## src/rtl/irq_exc_controller.sv

```systemverilog
// Interrupt/exception controller at the far end of the core's exception interface.
// Per-source edge detect + pending latch, masked priority select, dispatch FSM
// with a pipeline-depth hold-off window, and a sticky EPC/CAUSE capture.

// One interrupt source: rising-edge detect and pending latch.
module irq_src_lane (
  input  logic clk,
  input  logic reset,
  input  logic src,
  input  logic clr,
  output logic pend,
  output logic pend_nxt
);
  logic prev;

  // Set (new rising edge) wins over a same-cycle clear.
  assign pend_nxt = (pend & ~clr) | (src & ~prev);

  // History resets high so a line already asserted through reset never fires.
  always_ff @(posedge clk) begin
    if (!reset) begin
      prev <= 1'b1;
      pend <= 1'b0;
    end else begin
      prev <= src;
      pend <= pend_nxt;
    end
  end
endmodule

module irq_exc_controller #(
  parameter int N_SRC   = 4,
  parameter int HOLDOFF = 5,
  parameter int CAUSE_W = 4,
  parameter int ID_W    = (N_SRC > 1) ? $clog2(N_SRC) : 1
) (
  input  logic               clk,
  input  logic               reset,
  input  logic [N_SRC-1:0]   irq_src,
  input  logic [N_SRC-1:0]   irq_mask,
  input  logic               clr_we,
  input  logic [ID_W-1:0]    clr_id,
  input  logic [31:0]        EPC,
  input  logic [CAUSE_W-1:0] CAUSE,
  input  logic               exc_clr,
  output logic               interrupt,
  output logic [ID_W-1:0]    active_id,
  output logic               busy,
  output logic [N_SRC-1:0]   pending,
  output logic               exc_valid,
  output logic [31:0]        exc_epc,
  output logic [CAUSE_W-1:0] exc_cause
);
  localparam int CNT_W = $clog2(HOLDOFF + 1);

  typedef enum logic [1:0] {IDLE, DISPATCH, HOLD, SERVICE} state_t;

  state_t           state;
  logic [CNT_W-1:0] cnt;
  logic [N_SRC-1:0] clr_vec;
  logic [N_SRC-1:0] pend_nxt;
  logic [N_SRC-1:0] elig;
  logic [ID_W-1:0]  sel;

  // Per-source lanes; clr_id values with no matching lane simply clear nothing.
  for (genvar i = 0; i < N_SRC; i++) begin : g_lane
    assign clr_vec[i] = clr_we && (clr_id == ID_W'(i));
    irq_src_lane u_lane (
      .clk      (clk),
      .reset    (reset),
      .src      (irq_src[i]),
      .clr      (clr_vec[i]),
      .pend     (pending[i]),
      .pend_nxt (pend_nxt[i])
    );
  end

  assign elig = pending & ~irq_mask;

  // Fixed priority: lowest eligible index wins.
  always_comb begin
    sel = '0;
    for (int i = N_SRC - 1; i >= 0; i--)
      if (elig[i]) sel = ID_W'(i);
  end

  // Dispatch FSM. The hold-off counter is loaded on entry to DISPATCH and
  // counts down through DISPATCH and HOLD, so the window after a pulse is
  // exactly HOLDOFF cycles and back-to-back pulses are HOLDOFF+2 apart.
  always_ff @(posedge clk) begin
    if (!reset) begin
      state     <= IDLE;
      interrupt <= 1'b0;
      active_id <= '0;
      busy      <= 1'b0;
      cnt       <= '0;
    end else begin
      interrupt <= 1'b0;
      case (state)
        IDLE: begin
          if (|elig && !exc_valid) begin
            state     <= DISPATCH;
            interrupt <= 1'b1;
            active_id <= sel;
            busy      <= 1'b1;
            cnt       <= CNT_W'(HOLDOFF - 1);
          end
        end
        DISPATCH: begin
          if (cnt == '0) state <= SERVICE;
          else begin
            cnt   <= cnt - 1'b1;
            state <= HOLD;
          end
        end
        HOLD: begin
          if (cnt == '0) state <= SERVICE;
          else           cnt   <= cnt - 1'b1;
        end
        SERVICE: begin
          // Uses the post-clear/set value so a clear this cycle ends service now.
          if (!pend_nxt[active_id]) begin
            state <= IDLE;
            busy  <= 1'b0;
          end
        end
        default: state <= IDLE;
      endcase
    end
  end

  // Sticky exception capture: first report held until exc_clr.
  always_ff @(posedge clk) begin
    if (!reset) begin
      exc_valid <= 1'b0;
      exc_epc   <= '0;
      exc_cause <= '0;
    end else if (CAUSE != '0 && (!exc_valid || exc_clr)) begin
      exc_valid <= 1'b1;
      exc_epc   <= EPC;
      exc_cause <= CAUSE;
    end else if (exc_clr) begin
      exc_valid <= 1'b0;
      exc_epc   <= '0;
      exc_cause <= '0;
    end
  end
endmodule

```

## config.mk

```make
export PLATFORM = sky130hd
export DESIGN_NAME = irq_exc_controller
export DESIGN_NICKNAME = d
export VERILOG_FILES = /design/src/rtl/irq_exc_controller.sv
export SDC_FILE = /design/constraint.sdc
export NUM_CORES = 1
export LEC_CHECK = 0
export BUFFER_PORTS_ARGS = -buffer_cell sky130_fd_sc_hd__buf_2
export CORE_MARGIN = 2
export CORE_UTILIZATION = 45
export CTS_CLUSTER_SIZE = 30
export DETAILED_ROUTE_END_ITERATION = 16
export HOLD_SLACK_MARGIN = 0.03
export PLACE_DENSITY_LB_ADDON = 0.3
export SLEW_MARGIN = 20
export SYNTH_ARGS = -nofsm -noshare
export SYNTH_HDL_FRONTEND = slang
export SYNTH_SLANG_ARGS = --single-unit
```

## constraint.sdc

```tcl
create_clock -name clk -period 1.8 [get_ports clk]
set_input_delay 0.18 -clock clk [delete_from_list [all_inputs] [get_ports clk]]
set_output_delay 0.18 -clock clk [all_outputs]
set_load 0.03 [all_outputs]
```

==> impl_results.md <==
- Met2 wire len: 2495 µm
- Final min period: 1728 ps
- DRT met1 WL: 2542 µm
- Ant. Diodes: 0
- Mapped Area: 2376 µm²
- Post-Route Skew: 9.922 ps
- Worst r2r dst: state[1]
- Most common library cells after synthesis: 54 x dfxtp_1, 47 x nor2_1, 44 x a21oi_1
- Port Buffers: 94
- Hold_sp: irq_src[3]
- Vias in the first global route: 2071
- Worst vdd ir: 554.3 µV
- #FFs+latches synth: 54
- DR WL/cell: 12.44 µm
- Run status: finished, final reports clean
- Worst slew pin tran: 947.4 ps
- CTS tree: done
- Largest area contributor in the netlist: dfxtp_1
- Detail Route Antenna Nets: 0
- Kind of critical path: reg2reg
- GPL Wtd Cong: 0.7561
- RR Startpoint: g_lane[3].u_lane.pend
- Pre-CTS setup slack: -77.98 ps
- Post-synthesis cell count: 274
- Max_cap viols: 0
- Synth area leaders: dfxtp_1 45%, nor3b_1 10%, a21oi_1 9.3%
- Die Ht: 76.67 µm
- HPWL after DPL: 3850 µm
- Finished layout cell area: 3088 µm²
- Endpoints failing setup: 0
- Power, Total: 3.057 mW
- Share of cells above drive strength 1: 0.3378
- Switching Share: 0.3396
- Worst-Skew Late Latency: 300 ps
- DRT Wirelength: 5475 µm
- Via count: 2209
- Net Sw Power: 1.038 mW
- Clock tree buffer depth: 2
- Yosys cell types: 36
- Power share of the clock group: 0.221
- Ys Warns: 0
- Worst-path fanout max: 5
- Area after DPL: 2968 µm²
- Pin count of the biggest net entering global routing: 48
- Avg Cell Area, Syn: 8.672 µm²
- Reg-to-reg setup timing slack: 70 ps
- Tot GR Track Use: 0.1851
- Width of the die: 76.67 µm
- Final hold vios: 0
- Number of core rows: 26
- Most frequent cell after synthesis: dfxtp_1
- Comb power frac: 0.331
- DRC Markers: 0
- Post-layout util: 0.6046
- Remaining Overflow, GRT: 0
- WHS Path Cells: 2
- Top Layer Used: met4
- Starting density of the core: 0.4652
- Met3 WL: 413 µm
- DRT Pass-1 Iters: 5
- Setup slack after layout: 72.01 ps
- Critical path required time: 2040 ps
- Seq/Total Area, Yosys: 0.4550
- Routed vias/inst: 5.020
- Pleak: 1.376 nW
- Clock slew at reported path FFs: 100 ps
- 1st-iter DRT viols: 69
- Commonest register cell after synthesis: dfxtp_1
- Asr flop ratio synth: 0
- Area grow syn2layout: 29.96%
- Slew Viols, Final: 0
- # IOs: 95
- Core area: 5107 µm²
- Seq pwr share: 0.448
- Area share of the largest cell type after synthesis: 0.4550
- Setup Buffers After CTS: 0
- Worst path arrival time: 1960 ps
- Max Freq: 578.7 MHz
- CP startpoint kind: flop
- Final net count: 425
- Hold Path Class: in2reg
- P per Cell Area: 990.0 nW/µm²
- Net Count, Synth: 330
- First-pass GRT wire length: 9059 µm
- R2R cell count: 5
- Int Power: 2.019 mW
- Hold Crit Endpoint: g_lane[3].u_lane.prev
- Full die area: 5878 µm²
- Number of flops mapped to enable cells by yosys: 0
- Worst slew margin: 0.3684
- CP Capture Type: flop
- Total CTS buffers: 5
- TritonCTS Sinks: 54
- H-tree levels: 2
- Initial antenna violation count: 0
- CTS root buf: clkbuf_8
- Hold-fix buffers, CTS: 0
- Period utilization: 0.9600
-- per-layer routing --
metal  global-route usage  vias to the layer above
met3              0.07176                        2
met1               0.2416                     1011
met2               0.2921                       62
li1                     -                     1134
met5                    0                        -
met4              0.03818                        0
-- through the flow --
| stage | setup TNS [ps] | std cells | hold WS [ps] |
|---|---|---|---|
| final | 0 | 440 | 77.66 |
| after global routing | -10.74 | 440 | 61.27 |
| after CTS | 0 | 439 | 64.33 |
| after detailed placement | -712.7 | 431 | 382.0 |
| after global placement | -79.77 | 431 | 376.1 |
| after floorplan | 0 | 274 | 281.5 |
-- how the worst max path moves through the flow --
stage,startpoint,end,slack (ps),depth (start not counted)
after global placement,CAUSE[2],exc_epc[13],-20,8
final,g_lane[3].u_lane.pend,state[1],70,5
after detailed placement,CAUSE[2],exc_epc[16],-80,8
after CTS,exc_valid,exc_epc[16],20,5
after floorplan,active_id[1],state[1],100,5
after global routing,g_lane[2].u_lane.pend,state[1],-10,5
-- flip-flops by register name, indices dropped and copies added (netlist names) --
signal,count
active_id,2
busy,1
cnt,3
exc_cause,4
exc_epc,32
exc_valid,1
g_lane.u_lane.pend,4
g_lane.u_lane.prev,4
interrupt,1
state,2
-- what timing repair did --
item	4_1_cts	5_1_grt
gates resized for setup	1	3
setup endpoints to repair	1	15
gates cloned	0	1
pin swaps	0	1
-- layout by cell type, fill, tap and decap left out, types with 2 or more instances in the layout --
cell	count
a2111oi_0	2
nor2b_1	5
buf_2	94
nand3b_1	4
nor3b_1	32
buf_4	13
inv_1	10
mux2i_1	3
nand2_1	5
nand2b_1	8
a22oi_1	4
clkbuf_8	5
ha_1	6
a211oi_1	3
nor2b_2	3
nand3_1	2
o21ai_0	2
dfxtp_1	54
nor2_1	47
a21oi_1	43
clkinvlp_4	2
or3_1	2
nand4_1	2
nor4_1	2
-- power groups by stage --
stage	Combinational (mW)	Sequential [mW]	Clock, mW
floorplan	0.600	1.51	0
global placement	0.992	1.39	0
detailed placement	1.01	1.39	0
CTS	1.01	1.37	0.708
global route	1.13	1.39	0.764
finish	1.01	1.37	0.674
-- critical path, stage by stage, from the launching register on --
cell and delay, ps:
dfxtp_1 370, nor2b_2 300, o41ai_4 140, a22o_1 290, or4b_1 470, nand4_1 100
-- final cells by class --
cell class	instances	area [µm²]
Fill cell	475	2019
Multi-Input combinational cell	190	1201
Sequential cell	54	1081
Timing Repair Buffer	108	588.1
Tap cell	70	87.58
Clock buffer	5	68.82
Inverter	10	37.54
Clock inverter	3	23.77
-- logic make-up after synthesis --
kind of cell,count (synthesis),synth area share
simple gates,117,0.2775
buf+inv,31,0.05582
fa+ha+maj,6,0.03159
xor+xnor,1,0.003687
compound gates,62,0.1638
flops,54,0.4550
mux,3,0.01264
Note: power is estimated with default switching activity, not from simulation.
